**src/rtl/dotmatrix_scan_capture.sv**
```systemverilog
// Receive-side monitor for a row-scanned LED dot-matrix bus: follows the row
// sequence, flags scan breaks and rebuilds complete frames into a shadow buffer.
module dotmatrix_scan_capture #(
   parameter  int ROWS  = 16,
   parameter  int COLS  = 16,
   parameter  int CNT_W = 8,
   localparam int SEL_W = $clog2(ROWS)
) (
   input  logic             clk,
   input  logic             rst,
   input  logic [SEL_W-1:0] sel_in,
   input  logic [COLS-1:0]  dot_in,
   input  logic [SEL_W-1:0] rd_row,
   output logic [COLS-1:0]  rd_data,
   output logic             frame_valid,
   output logic             frame_done,
   output logic             frame_changed,
   output logic [CNT_W-1:0] frame_count,
   output logic             seq_err
);

   typedef enum logic {HUNT, CAPTURE} state_t;

   localparam logic [SEL_W-1:0] LAST_ROW = SEL_W'(ROWS - 1);

   state_t           state_q, state_d;
   logic [SEL_W-1:0] exp_q, exp_d;
   logic [COLS-1:0]  cap_q [ROWS];
   logic [COLS-1:0]  cap_d [ROWS];
   logic [COLS-1:0]  shd_q [ROWS];
   logic [COLS-1:0]  shd_d [ROWS];
   logic [COLS-1:0]  new_frame [ROWS];
   logic             frame_diff;

   logic [COLS-1:0]  rd_data_q, rd_data_d;
   logic             frame_valid_q, frame_valid_d;
   logic             frame_done_q, frame_done_d;
   logic             frame_changed_q, frame_changed_d;
   logic [CNT_W-1:0] frame_count_q, frame_count_d;
   logic             seq_err_q, seq_err_d;

   // Candidate frame: rows 0..ROWS-2 already captured, last row straight off the bus.
   always_comb begin
      frame_diff = 1'b0;
      for (int r = 0; r < ROWS; r++) begin
         new_frame[r] = (r == ROWS - 1) ? dot_in : cap_q[r];
         frame_diff   = frame_diff | (new_frame[r] != shd_q[r]);
      end
   end

   // NOTE: every variable gets a default before the case so no path leaves it
   // unassigned; otherwise synthesis infers a latch.
   always_comb begin
      state_d         = state_q;
      exp_d           = exp_q;
      cap_d           = cap_q;
      shd_d           = shd_q;
      frame_valid_d   = frame_valid_q;
      frame_count_d   = frame_count_q;
      seq_err_d       = seq_err_q;
      frame_done_d    = 1'b0;
      frame_changed_d = 1'b0;
      rd_data_d       = shd_q[rd_row];

      case (state_q)
         HUNT: begin
            if (sel_in == '0) begin
               cap_d[0] = dot_in;
               exp_d    = SEL_W'(1);
               state_d  = CAPTURE;
            end
         end
         CAPTURE: begin
            if (sel_in == exp_q) begin
               cap_d[exp_q] = dot_in;
               if (exp_q == LAST_ROW) begin
                  exp_d           = '0;
                  shd_d           = new_frame;
                  frame_done_d    = 1'b1;
                  frame_changed_d = frame_diff;
                  frame_count_d   = frame_count_q + CNT_W'(1);
                  frame_valid_d   = 1'b1;
               end else begin
                  exp_d = exp_q + SEL_W'(1);
               end
            end else begin
               // A break discards the partial frame; a row 0 restarts capture at once.
               seq_err_d = 1'b1;
               if (sel_in == '0) begin
                  cap_d[0] = dot_in;
                  exp_d    = SEL_W'(1);
               end else begin
                  exp_d   = '0;
                  state_d = HUNT;
               end
            end
         end
         default: begin
            exp_d   = '0;
            state_d = HUNT;
         end
      endcase
   end

   always_ff @(posedge clk) begin
      if (rst) begin
         state_q         <= HUNT;
         exp_q           <= '0;
         rd_data_q       <= '0;
         frame_valid_q   <= 1'b0;
         frame_done_q    <= 1'b0;
         frame_changed_q <= 1'b0;
         frame_count_q   <= '0;
         seq_err_q       <= 1'b0;
         // NOTE: the buffers are cleared on reset because the first commit is
         // compared against an all-zero shadow and reads must return zero.
         for (int r = 0; r < ROWS; r++) begin
            cap_q[r] <= '0;
            shd_q[r] <= '0;
         end
      end else begin
         // NOTE: state updates use non-blocking assignment so every flop samples
         // the pre-edge values regardless of statement order.
         state_q         <= state_d;
         exp_q           <= exp_d;
         rd_data_q       <= rd_data_d;
         frame_valid_q   <= frame_valid_d;
         frame_done_q    <= frame_done_d;
         frame_changed_q <= frame_changed_d;
         frame_count_q   <= frame_count_d;
         seq_err_q       <= seq_err_d;
         cap_q           <= cap_d;
         shd_q           <= shd_d;
      end
   end

   assign rd_data       = rd_data_q;
   assign frame_valid   = frame_valid_q;
   assign frame_done    = frame_done_q;
   assign frame_changed = frame_changed_q;
   assign frame_count   = frame_count_q;
   assign seq_err       = seq_err_q;

endmodule

```
**config.mk**
```make
export PLATFORM = sky130hd
export DESIGN_NAME = dotmatrix_scan_capture
export DESIGN_NICKNAME = d
export VERILOG_FILES = /design/src/rtl/dotmatrix_scan_capture.sv
export SDC_FILE = /design/constraint.sdc
export NUM_CORES = 1
export LEC_CHECK = 0
export ABC_AREA = 1
export CELL_PAD_IN_SITES_DETAIL_PLACEMENT = 0
export CELL_PAD_IN_SITES_GLOBAL_PLACEMENT = 1
export CORE_ASPECT_RATIO = 1.1
export CORE_MARGIN = 2
export CORE_UTILIZATION = 45
export DETAILED_ROUTE_END_ITERATION = 8
export PLACE_DENSITY = 0.88
export SYNTH_ARGS = -nofsm -noshare
export SYNTH_HDL_FRONTEND = slang
export SYNTH_SLANG_ARGS = --single-unit
```
**constraint.sdc**
```tcl
create_clock -name clk -period 5.9 [get_ports clk]
set_clock_uncertainty 0.1 [all_clocks]
set_input_delay 1.18 -clock clk [delete_from_list [all_inputs] [get_ports clk]]
set_output_delay 1.18 -clock clk [all_outputs]
set_load 0.05 [all_outputs]
```
# [Yosys cells after proc, flatten, opt, wreduce, memory -nomap -nowiden]
# Index checks and enable logic that the tools add are counted.
[op_classes] shift=0 n_div=0 addsub=2 mul=0 n_bitwise=20 n_eq_ne=19 n_reduce_logical=7 magnitude_cmp=3 muxes=18
[op_table] cell="256-bit bitwise mux" count=1
[op_table] cell="16-bit inequality test" count=16
[op_table] cell="16-bit two-way mux" count=5
[op_table] cell="16-bit binary-select mux with 4-bit select" count=1
[op_table] cell="16-bit demux with 4-bit select" count=1
[op_table] cell="16-bit one-hot mux with 2 select lines" count=1
[op_table] cell="1-bit bitwise OR" count=15
[op_table] cell="4-bit two-way mux" count=3
[op_table] cell="5-bit greater-or-equal comparator, second input constant" count=2
[op_table] cell="4-bit inverter with 5-bit output" count=2
[op_table] cell="8-bit by 1-bit adder with 8-bit output, second input constant" count=1
[op_table] cell="4-bit one-hot mux with 2 select lines" count=1
[op_table] cell="5-bit by 1-bit less-than comparator with 1-bit output, second input constant" count=1
[op_table] cell="4-bit by 1-bit adder with 4-bit output, second input constant" count=1
[op_table] cell="4-bit equality test" count=1
[op_table] cell="4-bit equality test, second input constant" count=1
[op_table] cell="4-bit logical NOT" count=1
[op_table] cell="1-bit two-way mux" count=4
[op_table] cell="2-bit AND reduction" count=2
[op_table] cell="4-bit OR reduction" count=1
[op_table] cell="1-bit inverter" count=3
[op_table] cell="3-bit AND reduction" count=1
[op_table] cell="3-bit OR reduction" count=1
[op_table] cell="2-bit inequality test, second input constant" count=1
[op_table] cell="other kinds (2)" count=2
[totals] ram_bits=0 n_memories=0 latchBits=0 romBits=0 out_inout_bits=28 reg_bits=545

# [Depth between registers and ports, before layout]
# Gate-level depths: netlist of run 1.
[depth] ltp_word=16 ltp_mapped=13 ltp_nobuf=12

# [Worst setup path before layout of run 1]
# Ideal clock, no wire load.
[synth_timing] kind="input to register" from="input port sel_in[0]" to="register cap_q[38] (netlist bit)" t_arrival_ns=2.439 slack_ns=3.229 setup_time_ns=0.133 n_path_buf=2 cell_stages=9 t_required_ns=5.667 cell_sequence="or2_1 > a21oi_2 > nand2_2 > nor2_4 > buf_6 > nand2_4 > nor2_4 > buf_2 > a21oi_1"
[synth_between] elab_chain_cells=2
[synth_lines] item="from (decl)" line="11" text="input logic [SEL_W-1:0] sel_in,"
[synth_lines] item="4-bit equality test" line="74" text="if (sel_in == exp_q) begin"
[synth_lines] item="2-bit AND reduction (no source line)"
[synth_lines] item="to (signal assigned)" line="132" text="cap_q <= cap_d;"
[synth_lines] item="to (decl)" line="28" text="logic [COLS-1:0] cap_q [ROWS];"
# No other way between the ends.
# A chain may end at the register's enable or synchronous reset.

# [Worst setup path after layout of run 1]
[layout_timing] from="input port sel_in[0]" to="register shd_q[7] (netlist bit)"
[layout_between] elab_chain_cells=2
[layout_lines] item="4-bit equality test" line="74"
[layout_lines] item="3-bit AND reduction (no source line)"
[layout_lines] item="to (signal, indexed assignment)" line="119" text="shd_q[r] <= '0;"
[layout_lines] item="to (signal assigned)" line="133" text="shd_q <= shd_d;"
[layout_lines] item="to (decl)" line="30" text="logic [COLS-1:0] shd_q [ROWS];"
# No other way between the ends.

==> results of run 1 <==
layout by cell type (no fill, tap or decap), drive strengths merged:
cell type and count:
nand2 454, o22ai 1, clkinv 14, o211ai 42, a21oi 453, bufinv 6
or2 1, xor2 4, o31ai 1, o21ai 634, xnor2 214, nand3 81
nor2 405, a211oi 1, clkdlybuf4s50 49, a31oi 1, buf 38, inv 221
diode 2, nor3 24, dfxtp 529, clkbuf 81, ha 5, o221ai 1
flip-flops by register name (all words and copies together) (netlist names):
signal / count
shd_q: 256
cap_q: 240
rd_data: 16
frame_count: 8
exp_q: 4
frame_changed: 1
frame_done: 1
frame_valid: 1
seq_err: 1
state_q: 1
critical path, delay by kind of cell:
family,cells,cell delay (ns)
compound gates,3,0.44
buf+inv,3,1.49
simple gates,4,1.65
logic make-up (layout without fill, tap and decap cells):
logic type                 Yosys count  in the layout  share of synthesized area, %
xor gates and xnor gates           218            218                          7.89
AOI/OAI and AO/OA                 1134           1134                          23.9
buffers and inverters              461            409                          7.92
other                                0              2                             0
and+or+nand+nor                    965            965                          16.2
adders and majority gates            5              5                         0.258
DFF                                529            529                          43.8
area by class of cell:
cell class / count / share of cell area [%]
tap: 682 / 3.19
multi-input combinational: 2322 / 43.7
inverter: 222 / 3.15
antenna: 2 / 0.0187
sequential: 529 / 39.6
timing repair buffer: 87 / 3.08
clock buffer: 81 / 6.34
clock inverter: 19 / 0.930
synthesized netlist by cell type, drive strengths merged:
cell / number
o22ai: 1
nor2: 405
a31oi: 1
o211ai: 42
dfxtp: 529
o221ai: 1
nor3: 24
buf: 71
inv: 220
o31ai: 1
a211oi: 1
xnor2: 214
clkbuf: 168
or2: 1
nand2: 454
clkinv: 2
a21oi: 453
ha: 5
o21ai: 634
xor2: 4
nand3: 81
worst min-delay path by stage:
stage	from	to	slack [ns]	cells after the start
4_1_cts	frame_valid	frame_valid	0.36	2
5_1_grt	frame_valid	frame_valid	0.37	2
3_5_place_dp	frame_valid	frame_valid	0.35	2
3_3_place_gp	frame_valid	frame_valid	0.35	2
2_1_floorplan	shd_q[117]	shd_q[117]	0.35	2
6_report	frame_valid	frame_valid	0.36	2
layer usage:
layer	wire, µm	track usage (%)	up-vias
li1	-	-	10700
met1	34800	38.9	10600
met2	36200	45.4	946
met4	3310	12.3	0
met3	6590	3.92	174
met5	0	0	-
through the flow:
stage	power (mW)	cell area, µm²	utilization, %	worst slack, ns	cells
finish	7.76	26800	50.1	1.53	3944
global route	7.97	26800	50.1	1.32	3942
CTS	7.79	26800	50.1	1.56	3942
detailed placement	4.10	24800	46.4	0.958	3842
global placement	4.10	24800	46.4	1.03	3842
floorplan	3.94	24200	-	3.23	3312
power breakdown:
part	switching (mW)	internal, mW	leakage (nW)	total [mW]
clock network	1.49	2.24	0.975	3.73
logic	0.322	0.118	5.08	0.440
registers	0.00773	3.58	4.26	3.59
total	1.82	5.94	10.3	7.76
==> flow_summary.ini, run 1 <==
[clock_tree]
cts_root_buf = clkbuf_16
htreeDepth = 2
cts_hold_buffers = 0
cts_repair_resize_count = 0
cts_tree = yes
clock_latency_ns = 0.62
clkTransAtPathRegs_ns = 0.06
cts_max_path_buffers = 3
numCtsBuffers = 55
cts.sinks = 529
cts_setup_buffers = 0

[timing]
tightest_slew_ns = 1.21
max_slew_margin_pct = 19.0
final_hold_viol_count = 0
setup-tns-final_ns = 0
slew_viol_final = 0
rsz0062_at_grt = no
hold_ws_ns = 0.359
max_freq_mhz = 229
setup_viol = 0
finalCritPeriodShare_pct = 74.1
final.min_clock_period_ns = 4.37

[logic_synthesis]
netlist-cell-type-count = 31
avgSynthCellArea_um2 = 7.31
syn_inst = 3312
syn-num-nets = 3343
yosys.area.top_type = dfxtp_1
ys_ff_latch = 529
yosysSeqAreaShare_pct = 43.8
netlist_area_um2 = 24200
synth_warnings = 0
synth_top_area_share_pct = 43.8
synth_area_leaders = dfxtp_1 (44%), o21ai_0 (11%), a21oi_1 (9.3%), xnor2_1 (7.7%), nand2_1 (6.9%)

[power_and_ir_drop]
power_density_nw_per_um2 = 290
peakVddDrop_mv = 0.190
p_leak_nw = 10.3

[critical_path]
cp-start-kind = primary input
ff2ff_setup_slack_ns = 1.64
endpoint_kind = flop
required_ns = 6.34
reg2reg_depth = 7
cp-endpoint = shd_q[7]
crit_fanout = 96
startpoint = sel_in[0]
cpPeakStageDelay_ns = 0.69
timing.setup.critical_path_class = primary input to flop
slowest_stage = inv_4
path_cells = clkdlybuf4s50_1 -> or2_1 -> a21oi_2 -> nand2_2 -> nor2_4 -> nand2_8 -> inv_4 -> buf_4 -> o21ai_0 -> a21oi_1
reg2reg_to = shd_q[7]
r2r-start = state_q
critical_path_arrival_ns = 4.81

[routing]
wl_um = 80800
drc = 0
wire_per_inst_um = 20.5
via_per_inst = 5.69
drtAntennaViolNets = 0
drt-initial-drc-count = 2556
vias = 22400
drt-pass1-iter-count = 6

[flow_run]
cap_violations = 0

[die]
rows = 89
dieArea_um2 = 55700
ios = 54
core_area_um2 = 53500
die_w_um = 225
start_util_pct = 45.3
die_h_um = 247

[grt]
grt_pass1_wl_um = 122000
grt_max_degree = 207
antenna_found_initial = 2
grt_pass1_vias = 20700
track_usage_pct = 28.6
grt-ovfl-total = 0

[worst_hold_path]
holdCritPathClass = flop to flop

[finish]
nets = 3248
area_growth_pct = 10.6
seq_area_um2 = 10600
fillCellCount = 5169
multi_input_area_um2 = 11700
drive_above_1_share_pct = 4.91

[place]
dp_hpwl_um = 51200
portBuffers = 53
gp_congestion = 0.909

[run_status]
status = complete, no violations
Note: power is estimated with default switching activity, not from simulation.
==> run 2, diff against run 1 <==
- clock period: 5.9 -> 4.06 ns (I/O delays scaled with it)
==> flow_summary.ini, run 2 (synthesized netlist as in run 1, its figures left out) <==
[place]
gp_congestion = 0.871
pre_cts_ws_ns = 0.395
dpl.cell_count = 3866
dp_hpwl_um = 51100
postPlaceCellArea_um2 = 25100
portBuffers = 53

[power_and_ir_drop]
power_density_nw_per_um2 = 420
p_leak_nw = 10.5
total_power_mw = 11.4
peakVddDrop_mv = 0.268

[timing]
fin_ws_ns = 0.848
setup-tns-final_ns = 0
rsz0062_at_grt = no
slew_viol_final = 0
final_hold_viol_count = 0
max_slew_margin_pct = 29.1
max_freq_mhz = 311
setup_viol = 0
tightest_slew_ns = 1.06
hold_ws_ns = 0.353
final.min_clock_period_ns = 3.21
finalCritPeriodShare_pct = 79.1

[finish]
largest_register = shd_q
nets = 3272
final_cell_mix = dfxtp_1 (529), o21ai_0 (523), a21oi_1 (452)
largest_reg_flops = 256
antenna_cells = 0
final_cells = 3966
utilization_pct = 50.6
final_common_cell = dfxtp_1
drive_above_1_share_pct = 5.45
area_growth_pct = 11.8
finalInstanceArea_um2 = 27000

[clock_tree]
clkTransAtPathRegs_ns = 0.06
cts_hold_buffers = 0
numCtsBuffers = 55
cts_tree = yes
cts_setup_buffers = 0
cts.sinks = 529
cts_repair_resize_count = 0
cts_root_buf = clkbuf_16
clock_latency_ns = 0.62
htreeDepth = 2
cts_max_path_buffers = 3

[routing]
wire_per_inst_um = 20.1
drc = 0
wl_um = 79800
drt-initial-drc-count = 2454
via_per_inst = 5.59
vias = 22200
drt-pass1-iter-count = 5
drtAntennaViolNets = 0

[die]
die_h_um = 247
die_w_um = 225
ios = 54
rows = 89
dieArea_um2 = 55700
core_area_um2 = 53500
start_util_pct = 45.3

[grt]
antenna_found_initial = 0
grt_pass1_wl_um = 121000
track_usage_pct = 28.3
grt-ovfl-total = 0
grt_max_degree = 200
grt_pass1_vias = 20400

[critical_path]
required_ns = 4.42
path_cells = buf_4 -> clkinv_1 -> nor2_4 -> nand2_8 -> buf_12 -> o21ai_0 -> a21oi_1
critical_path_arrival_ns = 3.57
cpPeakStageDelay_ns = 0.65
cp_num_buf_inv = 3
crit_fanout = 199
slowest_stage = nor2_4
critPathTopFamily = buffers and inverters
timing.setup.critical_path_class = flop to flop
endpoint_kind = flop
cp-start-kind = flop

[worst_hold_path]
holdCritPathClass = flop to flop

[flow_run]
cap_violations = 0

[run_status]
status = complete, no violations
[run 2: cell count changes in the layout (fill, tap and decap cells not counted), moves of 2 or more]
cell | before | now
buf_12 | 4 | 11
buf_4 | 31 | 48
bufinv_16 | 6 | 8
clkbuf_1 | 6 | 10
clkbuf_8 | 18 | 14
clkinv_2 | 12 | 9
diode_2 | 2 | 0
[run 2: layout make-up]
| type | instances | area, µm² |
|---|---|---|
| Fill cell | 5121 | 26400 |
| Multi-Input combinational cell | 2322 | 11700 |
| Sequential cell | 529 | 10600 |
| Clock buffer | 81 | 1660 |
| Timing Repair Buffer | 111 | 1090 |
| Tap cell | 682 | 853 |
| Inverter | 222 | 843 |
| Clock inverter | 19 | 302 |
[run 2: metal layers]
| metal | routed length (µm) | global-route usage, % | share of wire (%) |
|---|---|---|---|
| met1 | 34300 | 38.0 | 43 |
| met2 | 36600 | 46.3 | 46 |
| met3 | 5910 | 3.36 | 7.4 |
| met4 | 3070 | 11.4 | 3.8 |
| met5 | 0 | 0 | 0 |
[run 2: power breakdown]
part / total (mW) / switching [mW] / leakage [nW] / internal (mW)
clock: 5.48 / 2.16 / 0.967 / 3.32
combinational: 0.663 / 0.474 / 5.23 / 0.188
sequential: 5.22 / 0.00981 / 4.26 / 5.21
[run 2: worst paths after layout]
check,from,to,slack (ns),cells after the start
max reg2reg,state_q,shd_q[45],0.85,7
min reg2reg,frame_valid,frame_valid,0.35,2
min,frame_valid,frame_valid,0.35,2
max,state_q,shd_q[45],0.85,7
[run 2: worst register-to-register path: cells and delay by family (launching register included)]
kind,cells,cell delay [ns]
AOI/OAI and AO/OA,2,0.68
buffers and inverters,3,1.12
DFF,1,0.31
and+or+nand+nor,2,0.85
